[src/rtl/riscv_pkg.sv]
// Shared RV32I decode constants, the decode-stage state encoding and the buffered entry layout.
package riscv_pkg;

   localparam int unsigned XLEN     = 32;
   localparam int unsigned OPC_W    = 7;
   localparam int unsigned REG_W    = 5;
   localparam int unsigned FUNCT3_W = 3;

   localparam logic [OPC_W-1:0] OPC_LUI    = 7'b0110111;
   localparam logic [OPC_W-1:0] OPC_AUIPC  = 7'b0010111;
   localparam logic [OPC_W-1:0] OPC_JAL    = 7'b1101111;
   localparam logic [OPC_W-1:0] OPC_JALR   = 7'b1100111;
   localparam logic [OPC_W-1:0] OPC_BRANCH = 7'b1100011;
   localparam logic [OPC_W-1:0] OPC_LOAD   = 7'b0000011;
   localparam logic [OPC_W-1:0] OPC_STORE  = 7'b0100011;
   localparam logic [OPC_W-1:0] OPC_OP_IMM = 7'b0010011;
   localparam logic [OPC_W-1:0] OPC_OP     = 7'b0110011;
   localparam logic [OPC_W-1:0] OPC_FENCE  = 7'b0001111;
   localparam logic [OPC_W-1:0] OPC_SYSTEM = 7'b1110011;

   // OP-IMM funct3 codes whose immediate is a 5-bit shift amount
   localparam logic [FUNCT3_W-1:0] F3_SLL     = 3'b001;
   localparam logic [FUNCT3_W-1:0] F3_SRL_SRA = 3'b101;

   typedef enum logic [1:0] {
      ST_EMPTY = 2'd0,
      ST_ONE   = 2'd1,
      ST_TWO   = 2'd2
   } state_t;

   typedef struct packed {
      logic [XLEN-1:0] pc;
      logic [XLEN-1:0] instr;
      logic [XLEN-1:0] imm;
      logic            illegal;
   } entry_t;

   function automatic logic is_supported(input logic [OPC_W-1:0] opc);
      logic ok;
      case (opc)
         OPC_LUI, OPC_AUIPC, OPC_JAL, OPC_JALR, OPC_BRANCH, OPC_LOAD,
         OPC_STORE, OPC_OP_IMM, OPC_OP, OPC_FENCE, OPC_SYSTEM: ok = 1'b1;
         default:                                             ok = 1'b0;
      endcase
      return ok;
   endfunction

endpackage

[src/rtl/immediate_generator.sv]
// Combinational RV32I immediate extraction; unknown and immediate-free opcodes yield zero.
module immediate_generator
   import riscv_pkg::*;
(
   input  logic [31:0] instr,
   output logic [31:0] imm
);

   logic [OPC_W-1:0]    opcode;
   logic [FUNCT3_W-1:0] funct3;

   assign opcode = instr[6:0];
   assign funct3 = instr[14:12];

   always_comb begin
      imm = '0;
      case (opcode)
         OPC_OP_IMM: begin
            if (funct3 == F3_SLL || funct3 == F3_SRL_SRA)
               imm = {27'b0, instr[24:20]};
            else
               imm = {{20{instr[31]}}, instr[31:20]};
         end
         OPC_LOAD, OPC_JALR: imm = {{20{instr[31]}}, instr[31:20]};
         OPC_STORE:          imm = {{20{instr[31]}}, instr[31:25], instr[11:7]};
         OPC_BRANCH:         imm = {{19{instr[31]}}, instr[31], instr[7], instr[30:25],
                                    instr[11:8], 1'b0};
         OPC_JAL:            imm = {{11{instr[31]}}, instr[31], instr[19:12], instr[20],
                                    instr[30:21], 1'b0};
         OPC_LUI, OPC_AUIPC: imm = {instr[31:12], 12'b0};
         default:            imm = '0;
      endcase
   end

endmodule

[src/rtl/decode_stage.sv]
// Decode stage with a two-entry skid buffer; ready depends only on registered state.
module decode_stage
   import riscv_pkg::*;
#(
   parameter bit ILLEGAL_CHECK = 1'b1
)(
   input  logic        i_clk,
   input  logic        i_rst,
   input  logic        i_if_valid,
   output logic        o_if_ready,
   input  logic [31:0] i_if_instr,
   input  logic [31:0] i_if_pc,
   input  logic        i_flush,
   output logic        o_id_valid,
   input  logic        i_id_ready,
   output logic [31:0] o_id_pc,
   output logic [31:0] o_id_instr,
   output logic [31:0] o_id_imm,
   output logic [6:0]  o_id_opcode,
   output logic [4:0]  o_id_rd,
   output logic [4:0]  o_id_rs1,
   output logic [4:0]  o_id_rs2,
   output logic [2:0]  o_id_funct3,
   output logic        o_id_illegal
);

   state_t      state;
   state_t      state_next;
   logic        valid_q;
   logic        ready_q;
   logic        accept;
   logic        consume;
   logic        main_from_in;
   logic        main_from_skid;
   logic        skid_from_in;
   logic [31:0] in_imm;
   entry_t      in_entry;
   entry_t      main_q;
   entry_t      skid_q;

   immediate_generator u_immediate_generator (
      .instr (i_if_instr),
      .imm   (in_imm)
   );

   assign accept  = i_if_valid && ready_q;
   assign consume = valid_q && i_id_ready;

   always_comb begin
      in_entry.pc      = i_if_pc;
      in_entry.instr   = i_if_instr;
      in_entry.imm     = in_imm;
      in_entry.illegal = ILLEGAL_CHECK && !is_supported(i_if_instr[6:0]);
   end

   // State register; valid/ready flags are registered alongside the state
   always_ff @(posedge i_clk) begin
      if (i_rst) begin
         state   <= ST_EMPTY;
         valid_q <= 1'b0;
         ready_q <= 1'b1;
      end else begin
         state   <= state_next;
         valid_q <= (state_next != ST_EMPTY);
         ready_q <= (state_next != ST_TWO);
      end
   end

   // Next-state logic; flush overrides any accept or consume
   always_comb begin
      state_next = state;
      if (i_flush) begin
         state_next = ST_EMPTY;
      end else begin
         case (state)
            ST_EMPTY: if (accept) state_next = ST_ONE;
            ST_ONE: begin
               if (accept && !consume)      state_next = ST_TWO;
               else if (consume && !accept) state_next = ST_EMPTY;
            end
            ST_TWO:   if (consume) state_next = ST_ONE;
            default:  state_next = ST_EMPTY;
         endcase
      end
   end

   // Buffer load controls; the skid entry only ever feeds the main entry, keeping order
   always_comb begin
      main_from_in   = 1'b0;
      main_from_skid = 1'b0;
      skid_from_in   = 1'b0;
      if (!i_flush) begin
         case (state)
            ST_EMPTY: main_from_in = accept;
            ST_ONE: begin
               main_from_in = accept && consume;
               skid_from_in = accept && !consume;
            end
            ST_TWO:   main_from_skid = consume;
            default: begin
               main_from_in   = 1'b0;
               main_from_skid = 1'b0;
               skid_from_in   = 1'b0;
            end
         endcase
      end
   end

   always_ff @(posedge i_clk) begin
      if (i_rst) begin
         main_q <= '0;
         skid_q <= '0;
      end else begin
         if (main_from_in)
            main_q <= in_entry;
         else if (main_from_skid)
            main_q <= skid_q;
         if (skid_from_in)
            skid_q <= in_entry;
      end
   end

   assign o_if_ready   = ready_q;
   assign o_id_valid   = valid_q;
   assign o_id_pc      = main_q.pc;
   assign o_id_instr   = main_q.instr;
   assign o_id_imm     = main_q.imm;
   assign o_id_opcode  = main_q.instr[6:0];
   assign o_id_rd      = main_q.instr[11:7];
   assign o_id_funct3  = main_q.instr[14:12];
   assign o_id_rs1     = main_q.instr[19:15];
   assign o_id_rs2     = main_q.instr[24:20];
   assign o_id_illegal = main_q.illegal;

endmodule

[config.mk]
export PLATFORM = sky130hd
export DESIGN_NAME = decode_stage
export DESIGN_NICKNAME = d
export VERILOG_FILES = /design/src/rtl/riscv_pkg.sv /design/src/rtl/immediate_generator.sv /design/src/rtl/decode_stage.sv
export SDC_FILE = /design/constraint.sdc
export NUM_CORES = 1
export LEC_CHECK = 0
export BUFFER_PORTS_ARGS = -buffer_cell sky130_fd_sc_hd__clkbuf_2
export CAP_MARGIN = 25
export CORE_ASPECT_RATIO = 0.9
export CORE_MARGIN = 3
export CORE_UTILIZATION = 30
export CTS_BUF_LIST = sky130_fd_sc_hd__clkbuf_4 sky130_fd_sc_hd__clkbuf_8 sky130_fd_sc_hd__clkbuf_16
export DETAILED_ROUTE_END_ITERATION = 12
export SLEW_MARGIN = 20
export SYNTH_ARGS = -nofsm -noshare
export SYNTH_HDL_FRONTEND = slang
export SYNTH_SLANG_ARGS = --single-unit
[constraint.sdc]
create_clock -name i_clk -period 3.3 [get_ports i_clk]
set_input_delay 0.495 -clock i_clk [delete_from_list [all_inputs] [get_ports i_clk]]
set_output_delay 0.495 -clock i_clk [all_outputs]
set_load 0.01 [all_outputs]
# --- Word level (Yosys, flattened, before mapping) ---
# Index checks and enable logic that the tools add are counted.
word_totals:
  ff_bits: 198
  latchBits: 0
  ram_bits: 0
  mem_bits_ro: 0
  input_bits: 69
  output_inout_bits: 124
  word_cells: 59
  mem_count: 0
op_classes:
  n_addsub: 0
  n_mul: 0
  div_mod_pow: 0
  order_cmp: 0
  eq_ne: 16
  shift: 0
  mux: 17
  bitwise: 0
  reduce_logical: 15
op_table:
  columns: ["operator", "count"]
  rows:
  - ["$mux W97", 2]
  - ["$pmux W32 S6", 1]
  - ["$mux W32", 1]
  - ["$eq A7 B7 Y1 const B", 4]
  - ["$eq A7 B6 Y1 const B", 3]
  - ["$eq A7 B5 Y1 const B", 2]
  - ["$reduce_or A11 Y1", 1]
  - ["$mux W2", 5]
  - ["$eq A7 B2 Y1 const B", 1]
  - ["$eq A7 B4 Y1 const B", 1]
  - ["$mux W1", 6]
  - ["$pmux W2 S3", 1]
  - ["$logic_and A1 B1 Y1", 5]
  - ["$reduce_bool A2 Y1", 2]
  - ["$reduce_or A2 Y1", 2]
  - ["$eq A3 B1 Y1 const B", 1]
  - ["$eq A3 B3 Y1 const B", 1]
  - ["$logic_not A1 Y1", 3]
  - ["$eq A2 B1 Y1 const B", 1]
  - ["$eq A2 B2 Y1 const B", 1]
  - ["$logic_not A2 Y1", 1]
  - ["$ne A2 B2 Y1 const B", 1]
  - ["$pmux W1 S2", 1]
  - ["$logic_or A1 B1 Y1", 1]

# --- Depth between registers and ports, before layout ---
logic_depth:
  ltp_word: 8
  ltp_mapped: 7

# --- By module ---
# Synthesis repeated with hierarchy kept, for this count alone.
hier_totals:
  hier_cells: 975
  area_unflattened_um2: 8054.0
by_module_without_submodules:
  columns: ["mod", "instances", "cells_each", "area_per_inst_um2"]
  rows:
  - ["decode_stage", 1, 913, 7574.8]
  - ["immediate_generator", 1, 62, 479.2]

# --- Worst setup path before layout ---
# Ideal clock, no wire load.
synth_path:
  kind: "input to register"
  startpoint: "input port i_if_instr[6]"
  endpoint: "register main_q, in the netlist o_id_imm[12]"
  t_arrival_ps: 1750
  setup_slack_ps: 1480
  stages: 7
  cell_sequence: "buf_2 > nand4bb_1 > nand3b_4 > a221oi_4 > buf_6 > o21ai_1 > a21oi_1"
synth_via:
  elab_chain_len: 4
synth_rtl:
  columns: ["element", "line", "text"]
  rows:
  - ["start, declared", "decode_stage.sv:11", "input logic [31:0] i_if_instr,"]
  - ["$eq A7 B6 Y1 (tied with other cells)", "immediate_generator.sv:17", "case (opcode)"]
  - ["$reduce_or A2 Y1", "immediate_generator.sv:17", null]
  - ["$pmux W32 S6 (*)", "immediate_generator.sv:17", null]
  - ["$mux W97 (*)", "decode_stage.sv:114", "if (main_from_in)"]
  - ["end signal, assigned", "decode_stage.sv:115", "main_q <= in_entry;"]
  - ["end signal, assigned", "decode_stage.sv:117", "main_q <= skid_q;"]
  - ["end, declared", "decode_stage.sv:38", "entry_t main_q;"]
# Every way passes the cells marked *; elsewhere a longest branch is shown, timed or not.
# A chain may end at the register's enable or synchronous reset.

# --- Final worst setup path ---
layout_path:
  startpoint: "register valid_q, in the netlist o_id_valid"
  endpoint: "register skid_q[29] (netlist bit)"
layout_via:
  elab_chain_len: 5
layout_rtl:
  columns: ["element", "line", "text"]
  rows:
  - ["start, declared", "decode_stage.sv:29", "logic valid_q;"]
  - ["start signal, assigned", "decode_stage.sv:64", "valid_q <= (state_next != ST_EMPTY);"]
  - ["$logic_and A1 B1 Y1", "decode_stage.sv:47", "assign consume = valid_q && i_id_ready;"]
  - ["$logic_not A1 Y1", "decode_stage.sv:97", "skid_from_in = accept && !consume;"]
  - ["$logic_and A1 B1 Y1", "decode_stage.sv:97", null]
  - ["$mux W1", "decode_stage.sv:93", "case (state)"]
  - ["$mux W1", "decode_stage.sv:92", "if (!i_flush) begin"]
  - ["end signal, assigned", "decode_stage.sv:119", "skid_q <= in_entry;"]
  - ["end, declared", "decode_stage.sv:39", "entry_t skid_q;"]
# No other way between the ends.

==> flow_summary.json <==
{
  "status": "finished clean",
  "critPathKind": "register to register",
  "ant_nets": 0,
  "fin_crit_sh_pct": 70.0,
  "start_kind": "register",
  "initial_core_util_pct": 31.0,
  "clock_path_buffers": 2,
  "synth_ff_type": "dfxtp_1",
  "place_hpwl_mm": 15.3,
  "final_area_mm2": 0.00955,
  "grt_setup_unrepaired": "false",
  "routedWlPerCell_um": 16.4,
  "ys_types": 48,
  "required_ps": 3640,
  "synth_nets": 1011,
  "groute.usage.overall_pct": 16.1,
  "fin_util_pct": 37.4,
  "final_max_slew_viol_count": 0,
  "syn_inst": 942,
  "finalSetupViolCount": 0,
  "arrival_ps": 2650,
  "die_w_um": 177,
  "cts-resized-gates": 0,
  "post_drt_via_cell_ratio": 5.06,
  "cts_root_buffer": "clkbuf_16",
  "ioPinCount": 193,
  "overflow": 0,
  "min_path_cells": 3,
  "cp_max_fo": 52,
  "grt_max_degree": 77,
  "first_global_vias": 6494,
  "nNetsFinal": 1132,
  "postPlaceCellArea_mm2": 0.00895,
  "die_h_um": 160,
  "ys_warn_count": 0,
  "ys_seq_area_share_pct": 50.0,
  "hold_class": "input port to register",
  "cts_buffers": 17,
  "syn_area_mm2": 0.00793,
  "drtIter0Drc": 506,
  "hold_violations": 0,
  "drive_gt1_share_pct": 23.1,
  "cts_sinks": 198,
  "antenna_found_initial": 0,
  "reg2reg_slack_ps": 990,
  "port_buffers": 192,
  "cts_tree": "yes",
  "hold_ws_ps": 298,
  "ctsHtreeMaxLevel": 4,
  "rr_endpoint": "skid_q[29]",
  "routabilityCongestion": 0.779,
  "drcViolationCount": 0,
  "area_growth_syn_to_layout_pct": 20.5,
  "rows": 55,
  "n_antenna_cell": 0,
  "setup-tns-final_ps": 0,
  "leakagePower_nw": 3.54,
  "period_minus_slack_ps": 2310,
  "finalNonFillerCells": 1417,
  "synth_edf_count": 0,
  "core_area_mm2": 0.0255,
  "power_mw": 5.03,
  "fmax_mhz": 433,
  "drt_wl_total_mm": 23.3,
  "slew_headroom_pct": 48.1,
  "end_kind": "register",
  "synthArstFlopShare_pct": 0,
  "fin_skew_ps": 9.18,
  "insertion_delay_ps": 430,
  "grt_first_pass_wirelength_mm": 36.8,
  "p_per_area_mw_per_mm2": 527,
  "whs_endpoint": "skid_q[66]",
  "vias": 7172,
  "hold_start": "i_if_pc[1]",
  "cts_setup_buffers": 0,
  "dieArea_mm2": 0.0284,
  "clk_pin_slew_ps": 70,
  "syn_area_per_cell_um2": 8.41,
  "cap_violations": 0,
  "worst_pin_slew_ps": 778,
  "ff2ff_path_depth": 6,
  "ys_seq_elements": 198,
  "firstDrtPassIters": 5,
  "setup_slack_ps": 989,
  "max-vdd-ir-drop_mv": 0.326,
  "pre_cts_ws_ps": 706,
  "dpl.cell_count": 1386,
  "r2r-start": "o_id_valid",
  "hold_buffers": 0
}
[kinds of logic after synthesis]
| group | share of synthesized area, % |
|---|---|
| AO/OA/AOI/OAI | 26.6 |
| AND/OR/NAND/NOR | 15.8 |
| flip-flops | 50.0 |
| buffers and inverters | 7.23 |
| multiplexers | 0.379 |
[worst max path at each step]
stage                   from  slack [ps]            to  cells after the start
2_1_floorplan  i_if_instr[6]        1480  o_id_imm[12]                      7
3_3_place_gp   i_if_instr[2]         690  o_id_imm[30]                      6
4_1_cts           o_id_valid         980    skid_q[29]                      6
5_1_grt           o_id_valid         770    skid_q[29]                      6
3_5_place_dp   i_if_instr[2]         710  o_id_imm[28]                      6
6_report          o_id_valid         990    skid_q[29]                      6
[final cells by class]
type	count	area, µm²
clock inverters	9	118
flip-flops and latches	198	3960
well taps	342	428
repair buffers	208	1120
inverters	5	18.8
clock buffers	22	482
multi-input cells	633	3420
fillers	2603	16000
[flip-flops by register name, summed over array words and instances (netlist names)]
signal        cells
skid_q           97
o_id_imm         32
o_id_instr       32
o_id_pc          32
state             2
o_id_illegal      1
o_id_valid        1
o_if_ready        1
[worst max-delay path, cell delays in order (launching register included)]
cell      delay [ps]
dfxtp_1          360
nand2_1          270
nand3_4          170
buf_4            510
buf_4            530
a21oi_1           80
a211oi_1         280
[synth_stat cells, types with 2 or more instances]
cell / number / area share (%)
a22oi_1: 88 / 8.3
nor3_1: 6 / 0.38
nand2_1: 216 / 10
nand3_1: 5 / 0.32
clkbuf_1: 40 / 1.9
nor2b_1: 2 / 0.16
buf_2: 29 / 1.8
dfxtp_1: 198 / 50
a211oi_1: 20 / 1.9
and3_1: 2 / 0.16
buf_1: 6 / 0.28
nand3b_1: 3 / 0.28
inv_1: 4 / 0.19
and2_1: 9 / 0.71
buf_4: 30 / 2.8
nand2b_1: 3 / 0.24
o21ai_0: 7 / 0.44
a31oi_1: 11 / 0.87
nor2_1: 37 / 1.8
a211o_1: 2 / 0.22
o21ai_1: 12 / 0.76
a32oi_1: 11 / 1.2
a21oi_1: 162 / 10
a222oi_1: 6 / 0.76
mux2i_1: 3 / 0.38
o22ai_1: 8 / 0.63
[layout by cell type, fill, tap and decap left out, types with 12 or more instances in the layout]
master	netlist	routed
a211oi_1	20	20
nand2_1	216	216
buf_4	30	13
clkbuf_2	0	191
a22oi_1	88	88
a21oi_1	162	162
clkbuf_16	0	17
nor2_1	37	37
dfxtp_1	198	198
o21ai_1	12	12
[layer usage]
layer	up-vias	part of all wire, %	global-route usage, %
met5	-	0	0
met4	0	0.62	3.43
met3	12	6.5	3.88
met2	241	44	23.4
met1	3372	49	24.1
li1	3547	-	-
[power by group]
part	internal (mW)	switching [mW]
clock network	1.20	0.932
registers	2.45	0.0370
logic	0.148	0.268
total	3.80	1.24
Power figures use the tool's default switching activity.
